===== config.mk =====
export PLATFORM = sky130hd
export DESIGN_NAME = serializer_64
export DESIGN_NICKNAME = d
export VERILOG_FILES = /design/src/rtl/serializer_64.sv
export SDC_FILE = /design/constraint.sdc
export NUM_CORES = 1
export LEC_CHECK = 0
export CAP_MARGIN = 20
export CORE_MARGIN = 2
export CORE_UTILIZATION = 40
export CTS_BUF_LIST = sky130_fd_sc_hd__clkbuf_8
export DETAILED_ROUTE_END_ITERATION = 6
export HOLD_SLACK_MARGIN = 0.12
export PLACE_DENSITY_LB_ADDON = 0.05
export SYNTH_ARGS = -nofsm -noshare
export SYNTH_HDL_FRONTEND = slang
export SYNTH_SLANG_ARGS = --single-unit

===== constraint.sdc =====
create_clock -name clk -period 1.55 [get_ports clk]
set_input_delay 0.31 -clock clk [delete_from_list [all_inputs] [get_ports clk]]
set_output_delay 0.31 -clock clk [all_outputs]
set_load 0.05 [all_outputs]

===== src/rtl/serializer_64.sv =====
// serializer_64: accepts a wide word over valid/ready and emits it MSB byte first
// as a byte stream over a second valid/ready handshake, with gap-free back-to-back words.
module serializer_64 #(
  parameter int BYTE_W    = 8,
  parameter int NUM_BYTES = 8
) (
  input  logic                        clk,
  input  logic                        rst,
  input  logic [BYTE_W*NUM_BYTES-1:0] din,
  input  logic                        din_valid,
  output logic                        din_ready,
  output logic [BYTE_W-1:0]           dout,
  output logic                        dout_valid,
  input  logic                        dout_ready,
  output logic                        dout_last,
  output logic                        busy
);
  localparam int W  = BYTE_W * NUM_BYTES;
  localparam int CW = (NUM_BYTES > 1) ? $clog2(NUM_BYTES) : 1;
  localparam logic [0:0] IDLE = 1'b0;
  localparam logic [0:0] SEND = 1'b1;
  localparam logic [CW-1:0] LAST = CW'(NUM_BYTES - 1);

  logic [0:0]    state;
  logic [W-1:0]  sr;
  logic [CW-1:0] cnt;
  logic          take;
  logic          give;

  always_comb begin
    dout       = sr[W-1 -: BYTE_W];
    dout_valid = state == SEND;
    busy       = state == SEND;
    dout_last  = (state == SEND) && (cnt == LAST);
    din_ready  = (state == IDLE) || (dout_last && dout_ready);
    take       = din_valid && din_ready;
    give       = dout_valid && dout_ready;
  end

  // shifting on the final byte too leaves sr all-zero, so dout reads 0 while idle
  always_ff @(posedge clk or negedge rst) begin
    if (!rst) begin
      state <= IDLE;
      sr    <= '0;
      cnt   <= '0;
    end else if (take) begin
      state <= SEND;
      sr    <= din;
      cnt   <= '0;
    end else if (give) begin
      sr    <= sr << BYTE_W;
      cnt   <= dout_last ? '0 : cnt + 1'b1;
      state <= dout_last ? IDLE : SEND;
    end
  end
endmodule


; ---- Yosys cells after proc, flatten, opt, wreduce, memory -nomap -nowiden
; Cells that the tools add are included.
[totals]
wordCells = 20
ff_bits = 68
latch_bits = 0
ram_bits = 0
in_bits = 68
mem_bits_ro = 0
output_inout_bits = 12
mem_count = 0
[classes]
multipliers = 0
order_cmp = 0
reduce_logical = 6
n_shift = 0
bitwise = 1
eq_ne = 1
div_mod_pow = 0
addsub = 1
muxes = 8
[ops]
columns = operator, n
row1 = $mux W64, 2
row2 = $mux W3, 3
row3 = $logic_and A1 B1 Y1, 4
row4 = $add A3 B1 Y3 const B, 1
row5 = $eq A3 B3 Y1 const B, 1
row6 = $mux W1, 3
row7 = $reduce_bool A2 Y1, 1
row8 = $logic_or A1 B1 Y1, 1
row9 = $not A1 Y1, 1

; ---- Longest topological paths before layout
; Gate-level depths: netlist of the first run.
[depth]
depth_word = 6
depth_mapped = 7
ltp_nobuf = 5

; ---- Worst setup path before layout of the first run
; No wires, ideal clock.
[synth_timing]
kind = register -> output
start = reg state, in the netlist busy
end = out dout_last
path_slack_ps = -496
t_arrival_ps = 1736
required_ps = 1240
stages_incl_launch_ff = 5
path_cell_list = dfrtp_1 buf_4 buf_4 buf_2 and2_1
[synth_via]
elab_chain_len = 1
[synth_rtl]
columns = element, line_no
row1 = "start, declared", 24  ; logic [0:0] state;
row2 = "start signal, assigned", 53  ; state <= dout_last ? IDLE : SEND;
row3 = $logic_and A1 B1 Y1, 34  ; dout_last = (state == SEND) && (cnt == LAST);
row4 = "end, declared", 15  ; output logic dout_last,
; No other way between the ends.

; ---- Worst setup path in the final report of the first run
[layout_timing]
start = reg cnt[1]
end = out din_ready
[layout_via]
elab_chain_len = 4
[layout_rtl]
columns = element, line_no
row1 = "start, declared", 26  ; logic [CW-1:0] cnt;
row2 = "start signal, assigned", 52  ; cnt <= dout_last ? '0 : cnt + 1'b1;
row3 = $eq A3 B3 Y1, 34
row4 = $logic_and A1 B1 Y1, 34
row5 = $logic_and A1 B1 Y1, 35  ; din_ready = (state == IDLE) || (dout_last && dout_ready);
row6 = $logic_or A1 B1 Y1, 35
row7 = "end, declared", 11  ; output logic din_ready,
; No other way between the ends.

==> results.py, run 1 <==
metrics = {
    "global_route": {
        "grt_pass1_vias": 3842,
        "gr-usage-met1_pct": 28.4,
        "grt_pass1_wl_um": 19600,
        "grt_busiest_layer": "met2",
        "use_met2_pct": 35.5,
        "grt_overflow_total": 0,
        "grt.total_usage_pct": 21.2,
        "antenna_found_initial": 0,
        "met3_usage_pct": 3.35,
        "grt_max_degree": 32,
    },
    "drt": {
        "drc_errors": 0,
        "drt_wl_total_um": 12200,
        "drt_iter0_drc": 89,
        "routedWlPerCell_um": 18.7,
        "routed_via_density": 5.52,
        "ant_nets": 0,
        "route.vias.total": 3624,
        "dr.pass1.iters": 5,
    },
    "worst_setup_path": {
        "reg2regPathDepth": 8,
        "required_ns": 1.24,
        "crit_path_start_kind": "flop",
        "end_kind": "output port",
        "cp_max_fo": 3,
        "rr_endpoint": "sr[47]$_DFFE_PN0P_",
        "r2r_start": "cnt[1]$_DFFE_PN0P_",
        "worstSetupEndpoint": "din_ready",
        "crit_arrival_ns": 1.47,
        "reg2reg_slack_ns": -0.17,
        "cp-startpoint": "cnt[1]$_DFFE_PN0P_",
        "criticalPathCategory": "flop to output port",
        "cpPeakStageDelay_ns": 0.38,
        "cp_slowest_cell": "dfrtp_1",
        "crit_chain": "ha_2, ha_4, a21boi_4, inv_2, buf_12",
    },
    "timing": {
        "hold_viol": 0,
        "hold_slack_ns": 0.443,
        "slew_viol_final": 0,
        "fin_setup_tns_ns": -6.59,
        "fin_crit_sh_pct": 115,
        "skew_ns": 0.0106,
        "rsz0062_at_grt": "true",
        "max_freq_ghz": 0.562,
        "finalWorstSetupSlack_ns": -0.228,
        "post-route-min-period_ns": 1.78,
        "tightestPinTransition_ns": 0.608,
        "report.final.setup_viol": 59,
        "relSlewSlack_pct": 59.4,
    },
    "cts": {
        "cts_tree": "built",
        "h-tree-depth": 3,
        "insertion_delay_ns": 0.34,
        "cts.clk_slew.worst_paths_ns": 0.07,
        "cts-root-buf": "clkbuf_8",
        "cts.path.max_buffers": 2,
        "cts_buffers": 9,
        "clock_sinks": 68,
    },
    "floorplanning": {
        "chipWidth_um": 110,
        "pin_count": 80,
        "start_util_pct": 41.3,
        "core.rowCount": 38,
        "die_area_um2": 12100,
        "core_area_um2": 10900,
        "die_h_um": 110,
    },
    "hold_path": {
        "min_path_type": "input pin to asynchronous set/reset pin",
    },
    "synth": {
        "synth_area_leaders": "dfrtp_1 (38%), mux2i_1 (12%), mux2_2 (12%)",
        "synth_area_leader_cell": "dfrtp_1",
        "syn_avg_cell_area_um2": 10.6,
        "synth_warnings": 0,
        "syn-num-nets": 496,
        "yosysSeqAreaShare_pct": 37.8,
        "synth.top_cell.area_share_pct": 37.8,
        "synthesis.area_um2": 4500,
        "ys_ff_latch": 68,
        "syn_inst": 426,
        "synth_cell_types": 24,
    },
    "job": {
        "drv_cap": 0,
    },
    "final_layout": {
        "post-route-util_pct": 56.2,
        "syn2layout_area_growth_pct": 36.2,
        "fin_cells": 656,
        "drive_gt1_share_pct": 28.7,
        "final_cell_mix": "dfrtp_1 (67), clkdlybuf4s50_1 (64), nand2b_1 (57)",
        "final_common_cell": "dfrtp_1",
        "antenna_cells": 0,
        "final_nets": 582,
    },
    "pwr": {
        "irDropWorstVdd_mv": 0.549,
        "total_power_mw": 8.10,
        "power_leakage_nw": 2.87,
        "power_density_nw_per_um2": 1320,
    },
    "place": {
        "place_congestion": 0.727,
        "dpl.cell_count": 620,
        "hpwl_um": 7660,
        "port_buffers": 79,
    },
    "status": {
        "failed_checks": "negative setup slack",
        "status": "finished with violations",
    },
}
## registers in the layout, summed over array words and instances (netlist names)
register  flops
cnt           3
sr           64
busy          1
## worst min-delay path by stage
stage	start	end	slack, ns	cells after the start
floorplan	rst	busy$_DFFE_PN0P_	0.01	0
global placement	rst	sr[39]$_DFFE_PN0P_	0.28	1
detailed placement	rst	sr[39]$_DFFE_PN0P_	0.27	1
CTS	rst	sr[39]$_DFFE_PN0P_	0.44	2
global route	rst	sr[39]$_DFFE_PN0P_	0.46	2
finish	rst	sr[39]$_DFFE_PN0P_	0.44	2
## cells in the mapped netlist, drive strengths merged
library cell  number
mux2              57
ha                 2
nor2b              1
and2               1
nand2b            58
inv                2
buf               40
or2                1
a22o              10
nand2              3
mux2i             57
dfrtp             68
nor2               2
o21ai              1
a21oi             56
clkbuf             9
o22ai             57
a21boi             1
## layout make-up
cell class              count  area (um2)
clock buffers              11         151
clock inverters             4        17.5
fillers                   976        4760
inverters                   2        7.51
multi-input cells         308        2540
flip-flops and latches     68        1710
well taps                 140         175
repair buffers            123        1530
## routing by layer
metal / part of all wire [%] / wire (um)
met5: 0 / 0
met1: 46 / 5690
met3: 3.9 / 478
met2: 49 / 5940
met4: 1.1 / 130
## kinds of logic after synthesis
| group | after synthesis | synth area share (%) |
|---|---|---|
| AOI/OAI and AO/OA | 125 | 17.5 |
| muxes | 114 | 27.9 |
| DFF | 68 | 37.8 |
| and+or+nand+nor | 66 | 8.90 |
| buffers and inverters | 51 | 7.29 |
| adders and majority gates | 2 | 0.556 |
## worst max-delay path, delay by kind of cell (launching register included)
kind,cells,cell delay (ns)
flip-flops,1,0.38
buffers and inverters,2,0.20
AO/OA/AOI/OAI,1,0.16
adder cells (fa/ha/maj),2,0.39
## report_power, final
| group | total (mW) | switching, mW | leakage, nW | internal [mW] |
|---|---|---|---|---|
| combinational | 3.83 | 1.65 | 2.00 | 2.18 |
| clock | 1.34 | 0.700 | 0.0976 | 0.644 |
| sequential | 2.93 | 0.531 | 0.769 | 2.40 |
| total | 8.10 | 2.88 | 2.87 | 5.22 |
## timing repair
action,in CTS,in global routing
endpoints found under the hold margin,25,0
setup endpoints to repair,60,69
gates resized for setup,13,1
hold buffers,1,0
setup buffers,12,1
cloned,7,0
pin swaps,3,1
## per-stage QoR
stage / area, um2 / worst slack [ns]
6_report: 6120 / -0.228
5_1_grt: 6120 / -0.287
4_1_cts: 6100 / -0.239
3_5_place_dp: 5560 / -0.169
3_3_place_gp: 5560 / -0.0583
2_1_floorplan: 4530 / 0.00371
No activity file was read; power rests on OpenSTA's default activity.
==> inputs of run 2 (changes only) <==
Settings changed: ABC_AREA set to 1.
==> run 2 against run 1 <==
  * The run still ends with negative setup slack left
  * First-iteration DRC count increased by 110%
  * Utilization rose by 1.3 points
  * Clock power down 3%
  * Synthesized area shrank 17%
  * Count of clock-buffer cells in the layout unchanged
  * Global-route usage shrank 0.24 points
  * Sequential cell count unchanged
  * Synthesized cell count rose by 27%
  * Die area fell by 17%
  * Sequential power down 8.5%
  * Worst hold slack got worse by 0.13 ns
  * Register-to-register slack better by 0.02 ns
  * Largest cell class is now flip-flops and latches
  * Highest routed layer unchanged
==> results.py, run 2 <==
metrics = {
    "status": {
        "status": "finished with violations",
        "failed_checks": "negative setup slack",
    },
    "synth": {
        "syn-num-nets": 610,
        "synth_warnings": 0,
        "synth_area_leader_cell": "dfrtp_1",
        "synth-async-reset-ratio_pct": 100,
        "yosysSeqAreaShare_pct": 45.7,
        "synth_flop_cell": "dfrtp_1",
        "synth_area_leaders": "dfrtp_1 (46%), nand2_1 (18%), nand3_1 (16%)",
        "syn_inst": 540,
        "synth.top_cell.area_share_pct": 45.7,
        "synth_common_cells": "nand2_1 (180), nand3_1 (121), inv_1 (113), dfrtp_1 (68), buf_2 (19)",
        "syn_avg_cell_area_um2": 6.90,
        "ys_ff_latch": 68,
        "synth_edf_count": 0,
        "yosysMostFrequentCell": "nand2_1",
        "synthesis.area_um2": 3730,
        "synth_cell_types": 13,
    },
    "worst_setup_path": {
        "cp.depth": 6,
        "end_kind": "output port",
        "cp_top_family": "flip-flops",
        "cp_max_fo": 2,
        "criticalPathCategory": "flop to output port",
        "crit_chain": "ha_2, ha_4, nand2_4, nand2_4, buf_12, buf_12",
        "crit_path_start_kind": "flop",
        "reg2regPathDepth": 11,
        "critical_path_buf_inv_count": 2,
        "crit_arrival_ns": 1.48,
        "cpPeakStageDelay_ns": 0.39,
        "required_ns": 1.24,
        "reg2reg_slack_ns": -0.15,
        "cp_slowest_cell": "dfrtp_1",
    },
    "drt": {
        "highest_layer": "met4",
        "wl_met2_um": 4290,
        "drc_errors": 0,
        "ant_nets": 0,
        "wl_met3_um": 389,
        "routedWlPerCell_um": 13.2,
        "drt_wl_total_um": 9650,
        "routed_via_density": 4.75,
        "wl_met1_um": 4850,
        "dr.pass1.iters": 4,
        "route.vias.total": 3479,
        "drt_iter0_drc": 188,
    },
    "pwr": {
        "swShare_pct": 35.7,
        "power_leakage_nw": 2.96,
        "irDropWorstVdd_mv": 0.572,
        "p_comb_share_pct": 38.6,
        "pwr-share-seq_pct": 41.4,
        "power_density_nw_per_um2": 1230,
        "power_frac_clock_pct": 20.0,
        "p_sw_mw": 2.31,
        "internal_power_mw": 4.16,
    },
    "final_layout": {
        "largest_reg_flops": 64,
        "drive_gt1_share_pct": 11.1,
        "final_nets": 688,
        "final_common_cell": "nand2_1",
        "antenna_cells": 0,
        "syn2layout_area_growth_pct": 41.3,
        "final_cell_mix": "nand2_1 (176), nand3_1 (120), inv_1 (114)",
        "fin_cells": 733,
        "top_register": "sr",
    },
    "timing": {
        "rsz0062_at_grt": "true",
        "hold_viol": 0,
        "relSlewSlack_pct": 68.5,
        "skew_ns": 0.00721,
        "tightestPinTransition_ns": 0.472,
        "report.final.setup_viol": 66,
        "max_freq_ghz": 0.558,
        "finalWorstSetupSlack_ns": -0.243,
        "slew_viol_final": 0,
        "fin_crit_sh_pct": 116,
        "post-route-min-period_ns": 1.79,
        "hold_slack_ns": 0.311,
    },
    "cts": {
        "cts.clk_slew.worst_paths_ns": 0.08,
        "h-tree-depth": 3,
        "clock_sinks": 68,
        "cts-root-buf": "clkbuf_8",
        "cts_buffers": 9,
        "cts_tree": "built",
        "cts.path.max_buffers": 2,
        "insertion_delay_ns": 0.33,
    },
    "floorplanning": {
        "pin_count": 80,
        "start_util_pct": 40.7,
        "chipWidth_um": 101,
        "core.rowCount": 35,
        "die_h_um": 101,
        "die_area_um2": 10100,
        "core_area_um2": 9150,
    },
    "global_route": {
        "grt_max_degree": 45,
        "grt_pass1_vias": 3466,
        "grt_pass1_wl_um": 16800,
        "antenna_found_initial": 0,
        "grt_overflow_total": 0,
        "grt.total_usage_pct": 20.9,
    },
    "hold_path": {
        "min_path_cells": 3,
        "min_path_type": "input pin to flop",
    },
    "place": {
        "dpl.cell_count": 705,
        "hpwl_um": 5970,
        "port_buffers": 79,
        "place_congestion": 0.759,
    },
    "job": {
        "drv_cap": 0,
    },
}
==> run 2: cell types whose count changed after synthesis, moves of 10 or more <==
cell / before / now
nand3_1: 0 / 121
mux2i_1: 56 / 0
nand2_1: 3 / 180
inv_1: 2 / 113
o21ai_0: 0 / 10
a22o_1: 10 / 0
mux2_2: 49 / 0
nand2b_1: 58 / 0
o22ai_1: 49 / 0
a21oi_1: 56 / 0
==> run 2: worst reg2reg max path: stages (launching register included) <==
cell     delay, ns
dfrtp_1       0.39
ha_2          0.20
ha_4          0.18
nand2_4       0.06
nand2_4       0.05
buf_4         0.18
nand2_8       0.10
buf_4         0.14
buf_16        0.12
nand2_1       0.05
nand3_1       0.07
nand2_1       0.06
==> run 2: repair_timing <==
item	4_1_cts	5_1_grt
resized for setup	11	4
setup endpoints to repair	59	68
pin swaps	2	2
cloned	6	0
buffers inserted	3	3
hold buffers	1	0
hold endpoints to repair	12	0
==> run 2: cell families (layout without fill, tap and decap cells) <==
family	count (synthesis)	count (layout)	share of synthesized area [%]
adder cells (fa/ha/maj)	2	2	0.671
buffers and inverters	157	239	17.6
AO/OA/AOI/OAI	11	11	1.58
AND/OR/NAND/NOR	302	302	34.5
flip-flops	68	68	45.7
==> run 2: path summary, 6_finish.rpt <==
check | startpoint | end
min in group asynchronous | rst | sr[60]$_DFFE_PN0P_
min reg2reg | sr[28]$_DFFE_PN0P_ | sr[28]$_DFFE_PN0P_
max reg2reg | cnt[1]$_DFFE_PN0P_ | sr[19]$_DFFE_PN0P_
max in group asynchronous | rst | sr[37]$_DFFE_PN0P_
max | cnt[1]$_DFFE_PN0P_ | din_ready
min | din_valid | busy$_DFFE_PN0P_
==> run 2: final cells by class <==
class                   count  area [um2]
inverters                 115         435
fillers                   860        3890
flip-flops and latches     68        1700
clock buffers              11         151
repair buffers            109        1380
multi-input cells         315        1440
well taps                 111         139
clock inverters             4        17.5
==> run 2: metal layers <==
layer	track usage [%]	up-vias
li1	-	1773
met1	30.8	1616
met2	32.3	78
met3	2.98	12
met4	5.80	0
met5	0	-
==> run 2: power groups by stage <==
stage                     clock network (mW)  registers (mW)  logic (mW)
final                                   1.30            2.68        2.50
after global routing                    1.41            2.75        2.83
after CTS                               1.33            2.67        2.49
after detailed placement                   0            2.70        2.29
after global placement                     0            2.68        2.27
after floorplan                            0            2.60        1.53
==> run 2: metrics by stage <==
| stage | total power [mW] | setup TNS, ns | instance area [um2] | setup slack (ns) | util [%] |
|---|---|---|---|---|---|
| 2_1_floorplan | 4.13 | 0 | 3750 | 0.00525 | - |
| 6_report | 6.47 | -8.28 | 5270 | -0.243 | 57.5 |
| 4_1_cts | 6.49 | -6.90 | 5220 | -0.246 | 57.0 |
| 5_1_grt | 6.99 | -13.06 | 5270 | -0.291 | 57.5 |
| 3_3_place_gp | 4.95 | -2.80 | 4800 | -0.0999 | 52.4 |
| 3_5_place_dp | 4.99 | -2.29 | 4800 | -0.0893 | 52.4 |
==> inputs of run 3 (changes only) <==
Settings changed: REMOVE_ABC_BUFFERS set to 1.
==> run 3 against run 2 <==
  * The flow still finishes with violations (negative setup slack)
  * Routed wire length grew 8.4%
  * Setup slack lost 0.0037 ns
  * Sequential cell count is the same
  * Count of clock-buffer cells in the layout shrank 1
  * Clock power shrank 3%
  * Worst hold slack gained 0.048 ns
  * Utilization grew 10 points
  * Non-clock buffer count grew 14
==> results.py, run 3 (same netlist as run 2, synthesis figures left out) <==
metrics = {
    "status": {
        "status": "finished with violations",
        "failed_checks": "negative setup slack",
    },
    "final_layout": {
        "top_register": "sr",
        "nFillCells": 730,
        "final_nets": 702,
        "antenna_cells": 0,
        "multi_input_area_um2": 2170,
        "register_area_um2": 1700,
        "final_cell_mix": "nand2_1 (126), inv_1 (116), nand3_2 (70)",
        "final_common_cell": "nand2_1",
        "syn2layout_area_growth_pct": 66.8,
        "drive_gt1_share_pct": 33.0,
        "largest_reg_flops": 64,
        "fin_area_um2": 6220,
    },
    "global_route": {
        "grt_pass1_wl_um": 16200,
        "grt_pass1_vias": 3366,
        "grt_max_degree": 69,
        "antenna_found_initial": 0,
        "grt_overflow_total": 0,
        "grt.total_usage_pct": 20.3,
    },
    "timing": {
        "hold_viol": 0,
        "tightestPinTransition_ns": 0.462,
        "fin_setup_tns_ns": -5.82,
        "report.final.setup_viol": 59,
        "max_freq_ghz": 0.556,
        "hold_slack_ns": 0.359,
        "post-route-min-period_ns": 1.80,
        "fin_crit_sh_pct": 116,
        "finalWorstSetupSlack_ns": -0.247,
        "skew_ns": 0.00985,
        "slew_viol_final": 0,
        "rsz0062_at_grt": "true",
        "relSlewSlack_pct": 69.2,
    },
    "place": {
        "dp_slack_ns": -0.124,
        "port_buffers": 79,
        "hpwl_um": 5370,
        "place_congestion": 0.754,
        "placed_area_um2": 4830,
    },
    "drt": {
        "routed_via_density": 4.88,
        "dr.pass1.iters": 4,
        "routedWlPerCell_um": 14.0,
        "ant_nets": 0,
        "route.vias.total": 3650,
        "drt_iter0_drc": 136,
        "drc_errors": 0,
        "drt_wl_total_um": 10500,
    },
    "cts": {
        "cts_buffers": 9,
        "cts.clk_slew.worst_paths_ns": 0.07,
        "h-tree-depth": 3,
        "insertion_delay_ns": 0.34,
        "cts.path.max_buffers": 2,
        "clock_sinks": 68,
        "cts_tree": "built",
        "cts-root-buf": "clkbuf_8",
    },
    "worst_setup_path": {
        "crit_path_start_kind": "flop",
        "r2r_start": "cnt[0]$_DFFE_PN0P_",
        "rr_endpoint": "sr[59]$_DFFE_PN0P_",
        "end_kind": "output port",
        "crit_arrival_ns": 1.49,
        "required_ns": 1.24,
        "cp-startpoint": "cnt[0]$_DFFE_PN0P_",
        "criticalPathCategory": "flop to output port",
        "cp_max_fo": 2,
        "worstSetupEndpoint": "din_ready",
        "reg2regPathDepth": 11,
        "reg2reg_slack_ns": -0.16,
    },
    "pwr": {
        "internal_power_mw": 4.58,
        "swShare_pct": 37.6,
        "irDropWorstVdd_mv": 0.482,
        "p_sw_mw": 2.76,
        "p_comb_share_pct": 46.6,
        "power_density_nw_per_um2": 1180,
        "power_frac_clock_pct": 17.1,
        "power_leakage_nw": 3.13,
        "total_power_mw": 7.34,
        "pwr-share-seq_pct": 36.3,
    },
    "job": {
        "drv_cap": 0,
    },
    "floorplanning": {
        "die_h_um": 101,
        "start_util_pct": 40.7,
        "chipWidth_um": 101,
        "die_area_um2": 10100,
        "core.rowCount": 35,
        "core_area_um2": 9150,
        "pin_count": 80,
    },
    "hold_path": {
        "min_path_type": "input pin to flop",
    },
}
[run 3: layer usage]
layer	global-route usage [%]	wire, um
met5	0	0
met4	7.06	140
met3	3.47	379
met2	33.5	5430
met1	27.2	4510
[run 3: final cells by class]
type	count	share of cell area, %
Multi-Input combinational cell	315	34.8
Sequential cell	68	27.4
Timing Repair Buffer	123	26.0
Inverter	115	6.94
Tap cell	111	2.23
Clock buffer	10	2.21
Clock inverter	6	0.402
[run 3: how the worst min path moves through the flow]
stage / to / slack (ns) / start / cells past startpoint
2_1_floorplan: busy$_DFFE_PN0P_ / 0.01 / rst / 0
5_1_grt: busy$_DFFE_PN0P_ / 0.36 / din_valid / 3
6_report: busy$_DFFE_PN0P_ / 0.36 / din_valid / 3
3_5_place_dp: sr[51]$_DFFE_PN0P_ / 0.35 / rst / 2
3_3_place_gp: sr[43]$_DFFE_PN0P_ / 0.35 / rst / 2
4_1_cts: busy$_DFFE_PN0P_ / 0.35 / din_valid / 3
[run 3: critical path: stages, from the launching register on]
cell	delay, ns
dfrtp_1	0.40
ha_2	0.20
ha_4	0.17
nand2_4	0.06
nand2_4	0.05
buf_12	0.13
buf_12	0.13
[run 3: what timing repair did]
action,4_1_cts,5_1_grt
cloned,8,3
hold endpoints to repair,68,0
buffers inserted,9,7
hold buffers,1,0
resized for setup,58,156
pin swaps,24,64
setup endpoints to repair,60,68
[run 3: through the flow]
step / util (%) / instances
final: 67.9 / 748
after global routing: 67.9 / 748
after CTS: 60.5 / 745
after detailed placement: 52.8 / 711
after global placement: 52.8 / 711
after floorplan: - / 498
[run 3: power by group through the flow]
stage	clock (mW)	combinational (mW)	sequential, mW
6_report	1.26	3.42	2.67
5_1_grt	1.36	3.74	2.74
4_1_cts	1.28	2.76	2.65
3_5_place_dp	0	2.28	2.68
3_3_place_gp	0	2.25	2.66
2_1_floorplan	0	1.17	2.78
